### config.mk
export PLATFORM = sky130hd
export DESIGN_NAME = gpio_sel_config
export DESIGN_NICKNAME = d
export VERILOG_FILES = /design/src/rtl/gpio_ctrl_pkg.sv /design/src/rtl/gpio_sel_guard.sv /design/src/rtl/gpio_sel_config.sv
export SDC_FILE = /design/constraint.sdc
export NUM_CORES = 1
export LEC_CHECK = 0
export CAP_MARGIN = 20
export CELL_PAD_IN_SITES_DETAIL_PLACEMENT = 0
export CELL_PAD_IN_SITES_GLOBAL_PLACEMENT = 2
export CORE_MARGIN = 4
export CORE_UTILIZATION = 35
export CTS_CLUSTER_DIAMETER = 100
export CTS_CLUSTER_SIZE = 24
export DETAILED_ROUTE_END_ITERATION = 12
export MAX_ROUTING_LAYER = met4
export PLACE_DENSITY_LB_ADDON = 0.1
export SYNTH_ARGS = -nofsm -noshare
export SYNTH_HDL_FRONTEND = slang
export SYNTH_SLANG_ARGS = --single-unit
### constraint.sdc
create_clock -name clk -period 6.5 [get_ports clk]
set_input_delay 1.3 -clock clk [delete_from_list [all_inputs] [get_ports clk]]
set_output_delay 1.3 -clock clk [all_outputs]
set_load 0.01 [all_outputs]
### src/rtl/gpio_ctrl_pkg.sv
// Shared constants, register offsets and sequencer state type for the GPIO design-select block.
package gpio_ctrl_pkg;

    localparam int NUM_PINS      = 38;
    localparam int PINS_PER_WORD = 8;
    localparam int SEL_W         = 4;
    localparam int NUM_SEL_WORDS = 5;

    localparam logic [4:0] SEL0_OFF   = 5'h00;
    localparam logic [4:0] SEL1_OFF   = 5'h04;
    localparam logic [4:0] SEL2_OFF   = 5'h08;
    localparam logic [4:0] SEL3_OFF   = 5'h0C;
    localparam logic [4:0] SEL4_OFF   = 5'h10;
    localparam logic [4:0] STATUS_OFF = 5'h14;
    localparam logic [4:0] LOCK_OFF   = 5'h18;

    typedef enum logic [1:0] {
        IDLE,
        GUARD,
        APPLY
    } guard_state_t;

endpackage

### src/rtl/gpio_sel_guard.sv
// Hand-over sequencer: tristates the changed pins for a guard window, then
// pulses apply so the new selects take effect one cycle before oeb is released.
module gpio_sel_guard
    import gpio_ctrl_pkg::*;
#(
    parameter int GUARD_CYCLES = 4
) (
    input  logic                clk,
    input  logic                rst,
    input  logic                start,
    input  logic [NUM_PINS-1:0] changed_mask,
    output logic                apply,
    output logic [NUM_PINS-1:0] force_oeb,
    output logic                busy
);

    localparam int CW = (GUARD_CYCLES > 1) ? $clog2(GUARD_CYCLES) : 1;

    guard_state_t       state, state_next;
    logic [CW-1:0]      count, count_next;
    logic [NUM_PINS-1:0] oeb_q, oeb_next;

    always_ff @(posedge clk) begin
        if (rst) begin
            state <= IDLE;
            count <= '0;
            oeb_q <= '0;
        end else begin
            state <= state_next;
            count <= count_next;
            oeb_q <= oeb_next;
        end
    end

    // A start with nothing changed leaves the sequencer idle, so no oeb pulse appears.
    always_comb begin
        state_next = state;
        count_next = count;
        oeb_next   = oeb_q;
        apply      = 1'b0;
        case (state)
            IDLE: begin
                oeb_next = '0;
                if (start && (|changed_mask)) begin
                    state_next = GUARD;
                    oeb_next   = changed_mask;
                    count_next = CW'(GUARD_CYCLES - 1);
                end
            end
            GUARD: begin
                if (count == '0) begin
                    apply      = 1'b1;
                    state_next = APPLY;
                end else begin
                    count_next = count - 1'b1;
                end
            end
            APPLY: begin
                state_next = IDLE;
                oeb_next   = '0;
            end
            default: begin
                state_next = IDLE;
                oeb_next   = '0;
            end
        endcase
    end

    assign force_oeb = oeb_q;
    assign busy      = (state != IDLE);

endmodule

### src/rtl/gpio_sel_config.sv
// Wishbone register block holding shadow/active per-pin design selects for the GPIO mux.
// Optional write-once LOCK register at 0x18 when GPIO_SEL_LOCK_EN is defined.
module gpio_sel_config
    import gpio_ctrl_pkg::*;
#(
    parameter int          NUM_DESIGNS  = 13,
    parameter int          GUARD_CYCLES = 4,
    parameter logic [31:0] BASE_ADDR    = 32'h3000_0000
) (
    input  logic          clk,
    input  logic          rst,
    input  logic          wb_cyc_i,
    input  logic          wb_stb_i,
    input  logic          wb_we_i,
    input  logic [31:0]   wb_adr_i,
    input  logic [31:0]   wb_dat_i,
    input  logic [3:0]    wb_sel_i,
    output logic          wb_ack_o,
    output logic [31:0]   wb_dat_o,
    output logic [31:0]   pin_0to7_sel,
    output logic [31:0]   pin_8to15_sel,
    output logic [31:0]   pin_16to23_sel,
    output logic [31:0]   pin_24to31_sel,
    output logic [23:0]   pin_32to37_sel,
    output logic [37:0]   force_oeb,
    output logic          busy
);

    localparam int LAST_WORD_PINS = NUM_PINS - (NUM_SEL_WORDS - 1) * PINS_PER_WORD;

    logic [NUM_SEL_WORDS-1:0][31:0] shadow, active, new_shadow;
    logic [NUM_PINS-1:0]            changed_mask;
    logic [NUM_SEL_WORDS-1:0]       pending;
    logic [2:0]                     word;
    logic [4:0]                     byte_off;
    logic [31:0]                    rdata;
    logic hit, req, is_sel, accept, sel_write, sel_wr, lock_reject, status_wr;
    logic bad_nibble, apply, err, locked;
    logic unused_bits;

    assign word      = wb_adr_i[4:2];
    assign byte_off  = {word, 2'b00};
    assign hit       = (wb_adr_i[31:5] == BASE_ADDR[31:5]);
    assign req       = wb_cyc_i && wb_stb_i && !wb_ack_o && hit;
    assign is_sel    = (word <= 3'(NUM_SEL_WORDS - 1));

    // Select writes stall during a hand-over; a locked block still acks them at once.
    assign accept      = req && (!wb_we_i || !is_sel || !busy || locked);
    assign sel_write   = accept && wb_we_i && is_sel;
    assign sel_wr      = sel_write && !locked;
    assign lock_reject = sel_write && locked;
    assign status_wr   = accept && wb_we_i && (byte_off == STATUS_OFF);

    // Merge the enabled, legal nibbles into a candidate shadow word.
    always_comb begin
        new_shadow = shadow;
        bad_nibble = 1'b0;
        if (is_sel) begin
            for (int k = 0; k < PINS_PER_WORD; k++) begin
                if (!((word == 3'(NUM_SEL_WORDS - 1)) && (k >= LAST_WORD_PINS)) && wb_sel_i[k/2]) begin
                    if (int'(wb_dat_i[k*SEL_W +: SEL_W]) < NUM_DESIGNS)
                        new_shadow[word][k*SEL_W +: SEL_W] = wb_dat_i[k*SEL_W +: SEL_W];
                    else
                        bad_nibble = 1'b1;
                end
            end
        end
    end

    always_comb begin
        changed_mask = '0;
        for (int p = 0; p < NUM_PINS; p++) begin
            changed_mask[p] = (new_shadow[p/PINS_PER_WORD][(p%PINS_PER_WORD)*SEL_W +: SEL_W]
                               != active[p/PINS_PER_WORD][(p%PINS_PER_WORD)*SEL_W +: SEL_W]);
        end
        for (int w = 0; w < NUM_SEL_WORDS; w++) begin
            pending[w] = (shadow[w] != active[w]);
        end
    end

    always_comb begin
        rdata = '0;
        if (is_sel)
            rdata = shadow[word];
        else if (byte_off == STATUS_OFF)
            rdata = {19'b0, pending, 6'b0, err, busy};
`ifdef GPIO_SEL_LOCK_EN
        else if (byte_off == LOCK_OFF)
            rdata = {31'b0, locked};
`endif
    end

    always_ff @(posedge clk) begin
        if (rst) begin
            shadow   <= '0;
            active   <= '0;
            err      <= 1'b0;
            wb_ack_o <= 1'b0;
            wb_dat_o <= '0;
        end else begin
            wb_ack_o <= accept;
            wb_dat_o <= (accept && !wb_we_i) ? rdata : '0;
            if (sel_wr)
                shadow <= new_shadow;
            if (apply)
                active <= shadow;
            if ((sel_wr && bad_nibble) || lock_reject)
                err <= 1'b1;
            else if (status_wr && wb_sel_i[0] && wb_dat_i[1])
                err <= 1'b0;
        end
    end

`ifdef GPIO_SEL_LOCK_EN
    logic lock_q;

    // Lock is write-once: only reset can release it.
    always_ff @(posedge clk) begin
        if (rst)
            lock_q <= 1'b0;
        else if (accept && wb_we_i && (byte_off == LOCK_OFF) && wb_sel_i[0] && wb_dat_i[0])
            lock_q <= 1'b1;
    end
    assign locked = lock_q;
`else
    assign locked = 1'b0;
`endif

    gpio_sel_guard #(
        .GUARD_CYCLES (GUARD_CYCLES)
    ) u_guard (
        .clk          (clk),
        .rst          (rst),
        .start        (sel_wr),
        .changed_mask (changed_mask),
        .apply        (apply),
        .force_oeb    (force_oeb),
        .busy         (busy)
    );

    assign pin_0to7_sel   = active[0];
    assign pin_8to15_sel  = active[1];
    assign pin_16to23_sel = active[2];
    assign pin_24to31_sel = active[3];
    assign pin_32to37_sel = active[4][23:0];

    assign unused_bits = ^{wb_adr_i[1:0], active[4][31:24]};

endmodule

; After elaboration in Yosys (flattened, before gate mapping)
; Index checks and enable logic that the tools add are counted.
[totals]
reg_bits = 396
elab_cells = 195
inputBits = 73
[op_classes]
add_sub_neg = 1
n_eq_ne = 50
n_mux = 84
order_cmp = 11
bitwise_logic = 1
reduce_logical = 31
[ops]
columns = operator, n
row1 = $mux 160, 23
row2 = $bwmux 160, 8
row3 = $demux 32 s3, 8
row4 = $ne 32x32->1, 5
row5 = $mux 152, 1
row6 = $ne 4x4->1, 38
row7 = $bmux 32 s3, 1
row8 = $mux 32, 3
row9 = $pmux 38 s2, 1
row10 = $mux 38, 1
row11 = $reduce_or 38->1, 1
row12 = $lt 4x4->1 const B, 8
row13 = $mux 28, 1
row14 = $eq 27x25->1 const B, 1
row15 = $mux 1, 24
row16 = $mux 24, 1
row17 = $mux 20, 1
row18 = $mux 16, 1
row19 = $logic_and 1x1->1, 14
row20 = $mux 13, 1
row21 = $mux 12, 1
row22 = $mux 2, 4
row23 = $mux 8, 1
row24 = $pmux 2 s2, 2
row25 = other kinds (17), 28

; Longest topological paths before layout
; Gate-level depths: netlist of run 1.
[depth]
depth_word = 41
depth_mapped = 12
ltp_nobuf = 9

; By module
; From an unflattened synthesis of run 1, not the netlist that was laid out.
[hier_totals]
cells_unflattened = 2438
area_unflattened_um2 = 21687.0
[modules_own_cells]
columns = module, cells_per_inst, seq_area_each_um2, area_per_inst_um2, instances
row1 = gpio_sel_config, 2321, 7086.8, 20279.4, 1
row2 = gpio_sel_guard, 117, 840.8, 1407.6, 1

; Worst setup path after synthesis of run 1
; No wires, ideal clock.
[synth_timing]
path_type = input port to flip-flop
startpoint = input port wb_dat_i[11]
endpoint = register u_guard.count[1]
t_arrival_ps = 3753
t_required_ps = 6360
path_slack_ps = 2607
stages = 11
path_cell_list = buf_2 o211a_1 buf_2 nor4_2 mux2i_1 xor2_1 nand3_1 nor4bb_1 or4b_4 o21ai_2 a221oi_1
[synth_between]
elab_chain_cells = 29
word_cells_on_any_way = 67
[synth_rtl]
columns = element, line
row1 = from (decl), gpio_sel_config.sv:16  ; input logic [31:0] wb_dat_i,
row2 = $lt 4x4->1 or $bwmux 160 (tied branches), "gpio_sel_config.sv:61, gpio_sel_config.sv:62"
row3 = $mux 160 (*), gpio_sel_config.sv:61  ; if (int'(wb_dat_i[k*SEL_W +: SEL_W]) < NUM_DESIGNS)
row4 = $mux 160 (*), gpio_sel_config.sv:60  ; if (!((word == 3'(NUM_SEL_WORDS - 1)) && (k >= LAST_WORD_PINS)) && wb_sel_i[k/2]) begin
row5 = $mux 160 (*), gpio_sel_config.sv:58  ; if (is_sel) begin
row6 = $bwmux 160, gpio_sel_config.sv:62  ; new_shadow[word][k*SEL_W +: SEL_W] = wb_dat_i[k*SEL_W +: SEL_W];
row7 = $mux 160, gpio_sel_config.sv:61
row8 = $mux 160 (*), gpio_sel_config.sv:60
row9 = $mux 160 (*), gpio_sel_config.sv:58
row10 = [13 not listed], -
row11 = $mux 160, gpio_sel_config.sv:61
row12 = $mux 160 (*), gpio_sel_config.sv:60
row13 = $mux 152 (*), gpio_sel_config.sv:58
row14 = $ne 4x4->1, gpio_sel_config.sv:74  ; != active[p/PINS_PER_WORD][(p%PINS_PER_WORD)*SEL_W +: SEL_W]);
row15 = $reduce_or 38->1 (*), gpio_sel_guard.sv:44  ; if (start && (|changed_mask)) begin
row16 = $logic_and 1x1->1 (*), gpio_sel_guard.sv:44
row17 = $ne 2x1->1 (no source line) (*), -
row18 = $reduce_and 3->1 (no source line) (*), -
row19 = to (signal assigned), gpio_sel_guard.sv:30  ; count <= count_next;
row20 = to (decl), gpio_sel_guard.sv:20  ; logic [CW-1:0] count, count_next;
; Every way passes the cells marked *; elsewhere a longest branch is shown, timed or not. The select of a mux whose other input is x is not followed.
; A chain may end at the register's enable or synchronous reset.

; Worst setup path in the final report of run 1
[layout_timing]
startpoint = input port wb_adr_i[4]
endpoint = register u_guard.count[1]
[layout_between]
elab_chain_cells = 41
word_cells_on_any_way = 103
[layout_rtl]
columns = element, line
row1 = from (decl), gpio_sel_config.sv:15  ; input logic [31:0] wb_adr_i,
row2 = $lt 3x4->1 (implied by the code) or $ge 3x1->1 (tied branches), gpio_sel_config.sv:62
row3 = $logic_and 1x1->1 (implied by the code), gpio_sel_config.sv:62
row4 = $mux 4 (implied by the code), gpio_sel_config.sv:62
row5 = $demux 32 s3, gpio_sel_config.sv:62
row6 = $bwmux 160, gpio_sel_config.sv:62
row7 = $mux 160, gpio_sel_config.sv:61
row8 = $mux 160, gpio_sel_config.sv:60
row9 = $mux 160, gpio_sel_config.sv:58
row10 = [25 not listed], -
row11 = $mux 160, gpio_sel_config.sv:61
row12 = $mux 160, gpio_sel_config.sv:60
row13 = $mux 152, gpio_sel_config.sv:58
row14 = $ne 4x4->1, gpio_sel_config.sv:74
row15 = $reduce_or 38->1, gpio_sel_guard.sv:44
row16 = $logic_and 1x1->1 (*), gpio_sel_guard.sv:44
row17 = $ne 2x1->1 (no source line) (*), -
row18 = $reduce_and 3->1 (no source line) (*), -
; Marked as above.

==> results by group, run 1 <==
Yosys
  – Cells after Synth: roughly 2800
  – Distinct cells, synth: 74
  – Syn_nets: 2827
  – Synthesis-stage register bit count: ~400
  – Sequential share of the synthesized area: 0.362
  – EDFF count, synth: 0
  – Synth Flop Type: dfxtp_1
  – Multiplexer share of the synthesized area: 0.0858
  – Adder-Cell Fraction of Synth Area: 0.000571
  – Post-Synth XOR/XNOR Area: 0.0644
  – Main combinational cell family by area after synthesis: simple AND/OR/NAND/NOR gates
  – Syn avg cell area: roughly 8.0 µm²
  – Synth Area in Simple Gates: 0.217
  – Mapped Area: 0.0219 mm²
  – Warnings, synthesis: 0
  – Synth async-reset ratio: 0
  – Area fraction in compound gates after synthesis: 0.169

Die
  – Die X-Extent: about 260 µm
  – Die Y: approximately 260 µm
  – Row count: between 90 and 100
  – Core Area: approximately 0.062 mm²
  – Die ar.: between 0.06 and 0.07 mm²
  – I/O pins: 297
  – Starting density of the core: 0.354

Run
  – MaxCap Viol Count: 0

Timing
  – Final Max Tran Viols: 0
  – Fin crit share: 0.722
  – Final min period: ~4.7 ns
  – Hold violation count in the final report: 0
  – Slew at the pin with the worst max-slew slack: between 1 and 1.5 ns
  – Clock Skew: roughly 0.026 ns
  – Slew HR: 0.294
  – Hold WS: 0.467 ns
  – FMAX: between 200 and 250 MHz
  – Unrepaired setup endpoints after global routing: false
  – Final setup vio count: 0
  – Setup_tns: 0 ns

Final layout
  – Fill count: 6264
  – # nets final: roughly 2900
  – Layout cells sized above 1: 0.0690
  – Multi-input gate area: around 0.012 mm²
  – Final instance area: ~0.025 mm²
  – Synthesis-to-finish area growth: 16.3%
  – Sequential Area: about 0.0079 mm²

Power
  – Sequential Power Share: 0.533
  – Clock power frac: 0.391
  – Internal power: ~3.3 mW
  – Worst vdd ir: between 0.15 and 0.2 mV
  – Sw power: about 1.3 mW
  – Leakage power: around 9 nW
  – Comb power frac: 0.077
  – Sw Share: 0.275
  – Pwr dens: 179 mW/mm²

Clock tree
  – H-tree levels: 1
  – CTS tree: done
  – Clock latency on the worst-skew pair: around 0.61 ns
  – Root Buffer: clkbuf_16
  – Clock sinks: between 300 and 400
  – Max clock buf depth: 3
  – # Post-CTS Setup Buffers: 0
  – Post-CTS sizing: 0
  – Hold-fix buffer count after cts: 0
  – Clock slew at reported path FFs: approximately 0.09 ns
  – CTS Buf Count: 25

Hold path
  – Min-Delay Path Depth: 2
  – Hold Crit Endpoint: u_guard.force_oeb[27]$_SDFFE_PP0N_
  – HP Class: reg -> reg
  – Hold path startpoint: u_guard.force_oeb[27]$_SDFFE_PP0N_

Setup path
  – Worst Path Required: roughly 7.0 ns
  – Flop2flop setup slack: roughly 2.9 ns
  – Crit Path Class: in -> reg
  – Worst Path Arrival: 5.16 ns
  – CP max FO: 13
  – R2R cell count: 8
  – Startpoint Class: primary input
  – Reg2reg start: shadow[125]$_SDFFE_PP0P_
  – Critical Path End Type: flop
  – Critical R2R Capture: u_guard.count[1]$_SDFFE_PP0P_

Global route
  – M2 GR Usage: 0.437
  – Total track usage: 0.275
  – M1 GR Usage: 0.383
  – Gr busiest metal: met2
  – Largest net degree at the start of global routing: 99
  – Met3 GRT Util: 0.0304
  – Total gr overflow: 0
  – Vias in the first global route: 19411
  – Initial antenna violation count: 4
  – First-pass GRT wire length: 136000 µm

Route
  – Remaining DRCs: 0
  – WL final: around 93000 µm
  – Drt pass-1 iters: 7
  – Post-DR vias/cell: 5.58
  – ANT nets after route: 0
  – WL per Instance: about 25 µm
  – Vias post-DR: just over 20000
  – Initial drt markers: roughly 1700

Placed design
  – Hpwl dp: between 60000 and 70000 µm
  – PortBufs: 294
  – Placer Congestion: 0.926
  – DP Area: 0.0246 mm²

Run status
  – Outcome: completed
-- per-stage QoR --
stage | cells | power [mW] | utilization | setup WS (ns)
global placement | 3620 | 2.82 | 0.398 | 1.22
finish | 3666 | 4.55 | 0.412 | 1.80
floorplan | 2753 | 2.67 | - | 2.61
CTS | 3663 | 4.59 | 0.411 | 1.82
detailed placement | 3620 | 2.82 | 0.398 | 1.17
global route | 3666 | 4.69 | 0.412 | 1.68
-- layout make-up --
cell class | count | share of cell area
Multi-Input combinational cell | 1933 | 0.463
Sequential cell | 396 | 0.311
Timing Repair Buffer | 365 | 0.139
Tap cell | 837 | 0.0411
Clock buffer | 27 | 0.0249
Inverter | 91 | 0.0134
Clock inverter | 16 | 0.00717
Antenna cell | 1 | 0.0000983
-- layer usage --
layer / vias up / wire, µm
met5: - / 0
met4: 0 / 2190
met3: 88 / 5430
met2: 728 / 42800
met1: 10106 / 42800
li1: 9529 / -
-- kinds of logic (layout without fill, tap and decap cells) --
group	after synthesis	after routing
flops	396	396
compound gates	592	592
mux	147	147
fa+ha+maj	1	1
simple gates	1032	1032
xor+xnor	161	161
buf+inv	424	499
other cells	0	1
-- how the worst max path moves through the flow --
stage | from | to | depth (start not counted)
6_report | wb_adr_i[4] | u_guard.count[1]$_SDFFE_PP0P_ | 11
5_1_grt | wb_adr_i[4] | u_guard.count[1]$_SDFFE_PP0P_ | 11
4_1_cts | wb_adr_i[4] | u_guard.count[1]$_SDFFE_PP0P_ | 11
3_5_place_dp | wb_adr_i[4] | u_guard.count[1]$_SDFFE_PP0P_ | 11
3_3_place_gp | wb_adr_i[4] | u_guard.count[1]$_SDFFE_PP0P_ | 11
2_1_floorplan | wb_dat_i[11] | u_guard.count[1]$_SDFFE_PP0P_ | 11
-- critical path, cell delays in order --
cell             delay [ns]
clkdlybuf4s50_1        0.53
buf_4                  0.26
nand2b_1               0.19
nor3_1                 0.84
mux2i_1                0.26
o221ai_1               0.20
nor4_1                 0.54
nand4_1                0.19
or4b_4                 0.58
o21ai_2                0.17
a221oi_1               0.09
-- registers in the layout, indices dropped and copies added, names as in the netlist --
| signal | count |
|---|---|
| shadow | 160 |
| u_guard.force_oeb | 38 |
| pin_0to7_sel | 32 |
| pin_16to23_sel | 32 |
| pin_24to31_sel | 32 |
| pin_8to15_sel | 32 |
| wb_dat_o | 32 |
| pin_32to37_sel | 24 |
| active | 8 |
| u_guard.count | 2 |
| u_guard.state | 2 |
| err | 1 |
| wb_ack_o | 1 |
-- cells in the final DEF, fill, tap and decap left out, drive strengths merged, types with 46 or more instances in the layout --
master / n
clkdlybuf4s50: 291
inv: 98
xnor2: 72
mux2i: 110
nand2: 505
a21oi: 276
a22oi: 49
xor2: 89
dfxtp: 396
nand3: 121
nand2b: 46
buf: 74
nor2: 181
o21ai: 83
-- synth_stat cells, drive strengths merged, types with 4 or more instances --
| master | number | share of area |
|---|---|---|
| a2111oi | 7 | 0.0028 |
| a211o | 6 | 0.0024 |
| a211oi | 9 | 0.0031 |
| a21oi | 276 | 0.063 |
| a221o | 7 | 0.0032 |
| a221oi | 10 | 0.0040 |
| a222oi | 7 | 0.0032 |
| a22o | 24 | 0.0096 |
| a22oi | 49 | 0.017 |
| a31o | 4 | 0.0016 |
| a31oi | 5 | 0.0014 |
| and2 | 7 | 0.0020 |
| and3 | 12 | 0.0034 |
| buf | 186 | 0.060 |
| clkbuf | 147 | 0.025 |
| dfxtp | 396 | 0.36 |
| inv | 91 | 0.016 |
| mux2 | 5 | 0.0026 |
| mux2i | 110 | 0.050 |
| mux4 | 32 | 0.033 |
| nand2 | 505 | 0.087 |
| nand2b | 46 | 0.013 |
| nand3 | 121 | 0.028 |
| nand4 | 26 | 0.0074 |
| nand4b | 4 | 0.0016 |
| nand4bb | 4 | 0.0021 |
| nor2 | 181 | 0.032 |
| nor2b | 24 | 0.0069 |
| nor3 | 30 | 0.0075 |
| nor4 | 25 | 0.0080 |
| nor4b | 6 | 0.0038 |
| nor4bb | 5 | 0.0023 |
| o2111ai | 21 | 0.0084 |
| o211a | 8 | 0.0037 |
| o211ai | 20 | 0.0077 |
| o21ai | 83 | 0.019 |
| o221ai | 6 | 0.0024 |
| o22ai | 31 | 0.0089 |
| or2 | 12 | 0.0034 |
| or3 | 7 | 0.0020 |
| or4 | 4 | 0.0014 |
| or4b | 4 | 0.0022 |
| xnor2 | 72 | 0.029 |
| xor2 | 89 | 0.036 |
-- power groups by stage --
stage	Combinational (mW)	Sequential, mW	Clock [mW]
finish	0.349	2.42	1.78
global route	0.370	2.42	1.90
CTS	0.345	2.42	1.83
detailed placement	0.344	2.48	0
global placement	0.342	2.48	0
floorplan	0.189	2.48	0
(Power assumes the default switching activity.)
==> run 2, diff against run 1 <==
--- a/config.mk
+++ b/config.mk
@@ -9,7 +9,7 @@
 export CELL_PAD_IN_SITES_DETAIL_PLACEMENT = 0
 export CELL_PAD_IN_SITES_GLOBAL_PLACEMENT = 2
 export CORE_MARGIN = 4
-export CORE_UTILIZATION = 35
+export CORE_UTILIZATION = 33
 export CTS_CLUSTER_DIAMETER = 100
 export CTS_CLUSTER_SIZE = 24
 export DETAILED_ROUTE_END_ITERATION = 12
==> constraint.sdc (replaced) <==
create_clock -name clk -period 4.8 [get_ports clk]
set_input_delay 0.96 -clock clk [delete_from_list [all_inputs] [get_ports clk]]
set_output_delay 0.96 -clock clk [all_outputs]
set_load 0.01 [all_outputs]
==> results by group, run 2 (synthesized netlist as in run 1, its figures left out) <==
Run status
  – Outcome: completed

Timing
  – Final setup vio count: 0
  – Final Max Tran Viols: 0
  – Slew at the pin with the worst max-slew slack: approximately 1.1 ns
  – Slew HR: 0.271
  – Setup_tns: 0 ns
  – Unrepaired setup endpoints after global routing: false
  – Fin crit share: 0.826
  – Hold violation count in the final report: 0
  – Final min period: between 3 and 4 ns
  – Clock Skew: ~0.026 ns
  – FMAX: roughly 250 MHz

Route
  – Vias post-DR: 20630
  – ANT nets after route: 0
  – Drt pass-1 iters: 5
  – WL final: a little under 100000 µm
  – Remaining DRCs: 0
  – Initial drt markers: between 1500 and 2000
  – WL per Instance: 25.7 µm
  – Post-DR vias/cell: between 5 and 6

Die
  – Die X-Extent: 266 µm
  – Row count: 94
  – Core Area: between 0.06 and 0.07 mm²
  – Starting density of the core: 0.333
  – Die Y: about 270 µm
  – Die ar.: 0.0705 mm²
  – I/O pins: about 300

Setup path
  – Chain of cells forming the critical path: clkdlybuf4s50_1 > or4b_1 > nor2_1 > o2111ai_1 > a221o_1 > nor2_1 > nor4bb_1 > buf_4 > or4b_4 > o21ai_2 > a221oi_1
  – Critical R2R Capture: wb_dat_o[10]$_SDFF_PP0_
  – CP Capture Point: u_guard.count[1]$_SDFFE_PP0P_
  – Worst Path Arrival: ~4.4 ns
  – Crit Path Class: in -> reg
  – R2R cell count: 8
  – CP peak stage delay: 0.77 ns
  – Reg2reg start: shadow[91]$_SDFFE_PP0P_
  – Worst Path Required: ~5.2 ns
  – Most used cell, CP: nor2_1
  – CP max FO: 8
  – CP max stage cell: clkdlybuf4s50_1
  – Crit path from: wb_sel_i[2]
  – Startpoint Class: primary input
  – Critical Path End Type: flop
  – Flop2flop setup slack: around 1.3 ns

Global route
  – First-pass GRT wire length: about 140000 µm
  – Largest net degree at the start of global routing: 90
  – Initial antenna violation count: 5
  – Vias in the first global route: around 20000
  – Total track usage: 0.271
  – Total gr overflow: 0

Placed design
  – Hpwl dp: 72200 µm
  – PortBufs: 294
  – Placer Congestion: between 0.9 and 1
  – DP Area: 0.0251 mm²

Clock tree
  – Clock latency on the worst-skew pair: 0.60 ns
  – Post-CTS sizing: 0
  – CTS tree: done
  – # Post-CTS Setup Buffers: 0
  – Root Buffer: clkbuf_16
  – Max clock buf depth: 3
  – Clock slew at reported path FFs: around 0.1 ns
  – Clock sinks: between 300 and 400
  – CTS Buf Count: 25
  – H-tree levels: 1
  – Hold-fix buffer count after cts: 0

Final layout
  – Layout cells sized above 1: 0.0847
  – Fill count: around 6800
  – # nets final: 2939
  – Final instance area: roughly 0.026 mm²
  – Largest Register: shadow
  – Synthesis-to-finish area growth: 18.2%
  – Max FFs per register: 160
  – Most common cell after layout, fill and taps aside: nand2_1
  – Most frequent cells in the layout: nand2_1, dfxtp_1, clkdlybuf4s50_1, a21oi_1, nor2_1

Hold path
  – HP Class: reg -> reg
  – Min-Delay Path Depth: 2

Power
  – Worst vdd ir: 0.262 mV
  – Pwr dens: ~240 mW/mm²
  – Leakage power: between 9 and 10 nW

Run
  – MaxCap Viol Count: 0
-- run 2: per-stage QoR --
stage / worst slack (ns) / util / instances / hold slack [ns] / total power, mW
6_report: 0.834 / 0.394 / 3747 / 0.464 / 6.24
4_1_cts: 0.901 / 0.394 / 3744 / 0.469 / 6.32
2_1_floorplan: 1.25 / - / 2753 / 0.448 / 3.61
3_5_place_dp: 0.291 / 0.381 / 3702 / 0.445 / 3.85
5_1_grt: 0.733 / 0.394 / 3747 / 0.494 / 6.45
3_3_place_gp: 0.340 / 0.381 / 3701 / 0.443 / 3.85
-- run 2: final cells by class --
type	instances	area [µm²]	share of cell area
Clock inverter	13	181	0.00701
Inverter	91	342	0.0132
Antenna cell	3	7.51	0.000290
Clock buffer	29	641	0.0247
Tap cell	864	1080	0.0418
Multi-Input combinational cell	1933	11800	0.455
Sequential cell	396	7930	0.306
Timing Repair Buffer	418	3920	0.151
-- run 2: worst max-delay path, delay by kind of cell --
kind            cells  cell delay (ns)
simple gates        5             1.77
compound gates      4             0.71
buf+inv             2             0.96
-- run 2: per-layer routing --
metal | wire [µm] | GRT usage | vias to the layer above
met5 | 0 | - | -
met4 | 1760 | 0.0469 | 0
met3 | 5110 | 0.0277 | 68
met2 | 45000 | 0.435 | 667
met1 | 44300 | 0.377 | 10270
li1 | - | - | 9625
-- run 2: worst min-delay path by stage --
stage                                       start                                 end  slack (ns)
5_1_grt        u_guard.force_oeb[18]$_SDFFE_PP0N_  u_guard.force_oeb[18]$_SDFFE_PP0N_        0.49
2_1_floorplan            active[152]$_SDFFE_PP0P_            active[152]$_SDFFE_PP0P_        0.45
6_report       u_guard.force_oeb[22]$_SDFFE_PP0N_  u_guard.force_oeb[22]$_SDFFE_PP0N_        0.46
3_3_place_gp   u_guard.force_oeb[36]$_SDFFE_PP0N_  u_guard.force_oeb[36]$_SDFFE_PP0N_        0.44
3_5_place_dp   u_guard.force_oeb[22]$_SDFFE_PP0N_  u_guard.force_oeb[22]$_SDFFE_PP0N_        0.45
4_1_cts        u_guard.force_oeb[36]$_SDFFE_PP0N_  u_guard.force_oeb[36]$_SDFFE_PP0N_        0.47
-- run 2: power by group --
group	internal (mW)	total, mW	switching [mW]
Combinational	0.182	0.498	0.316
Sequential	3.28	3.28	0.000000000166
Clock	1.08	2.46	1.38
Total	4.54	6.24	1.70
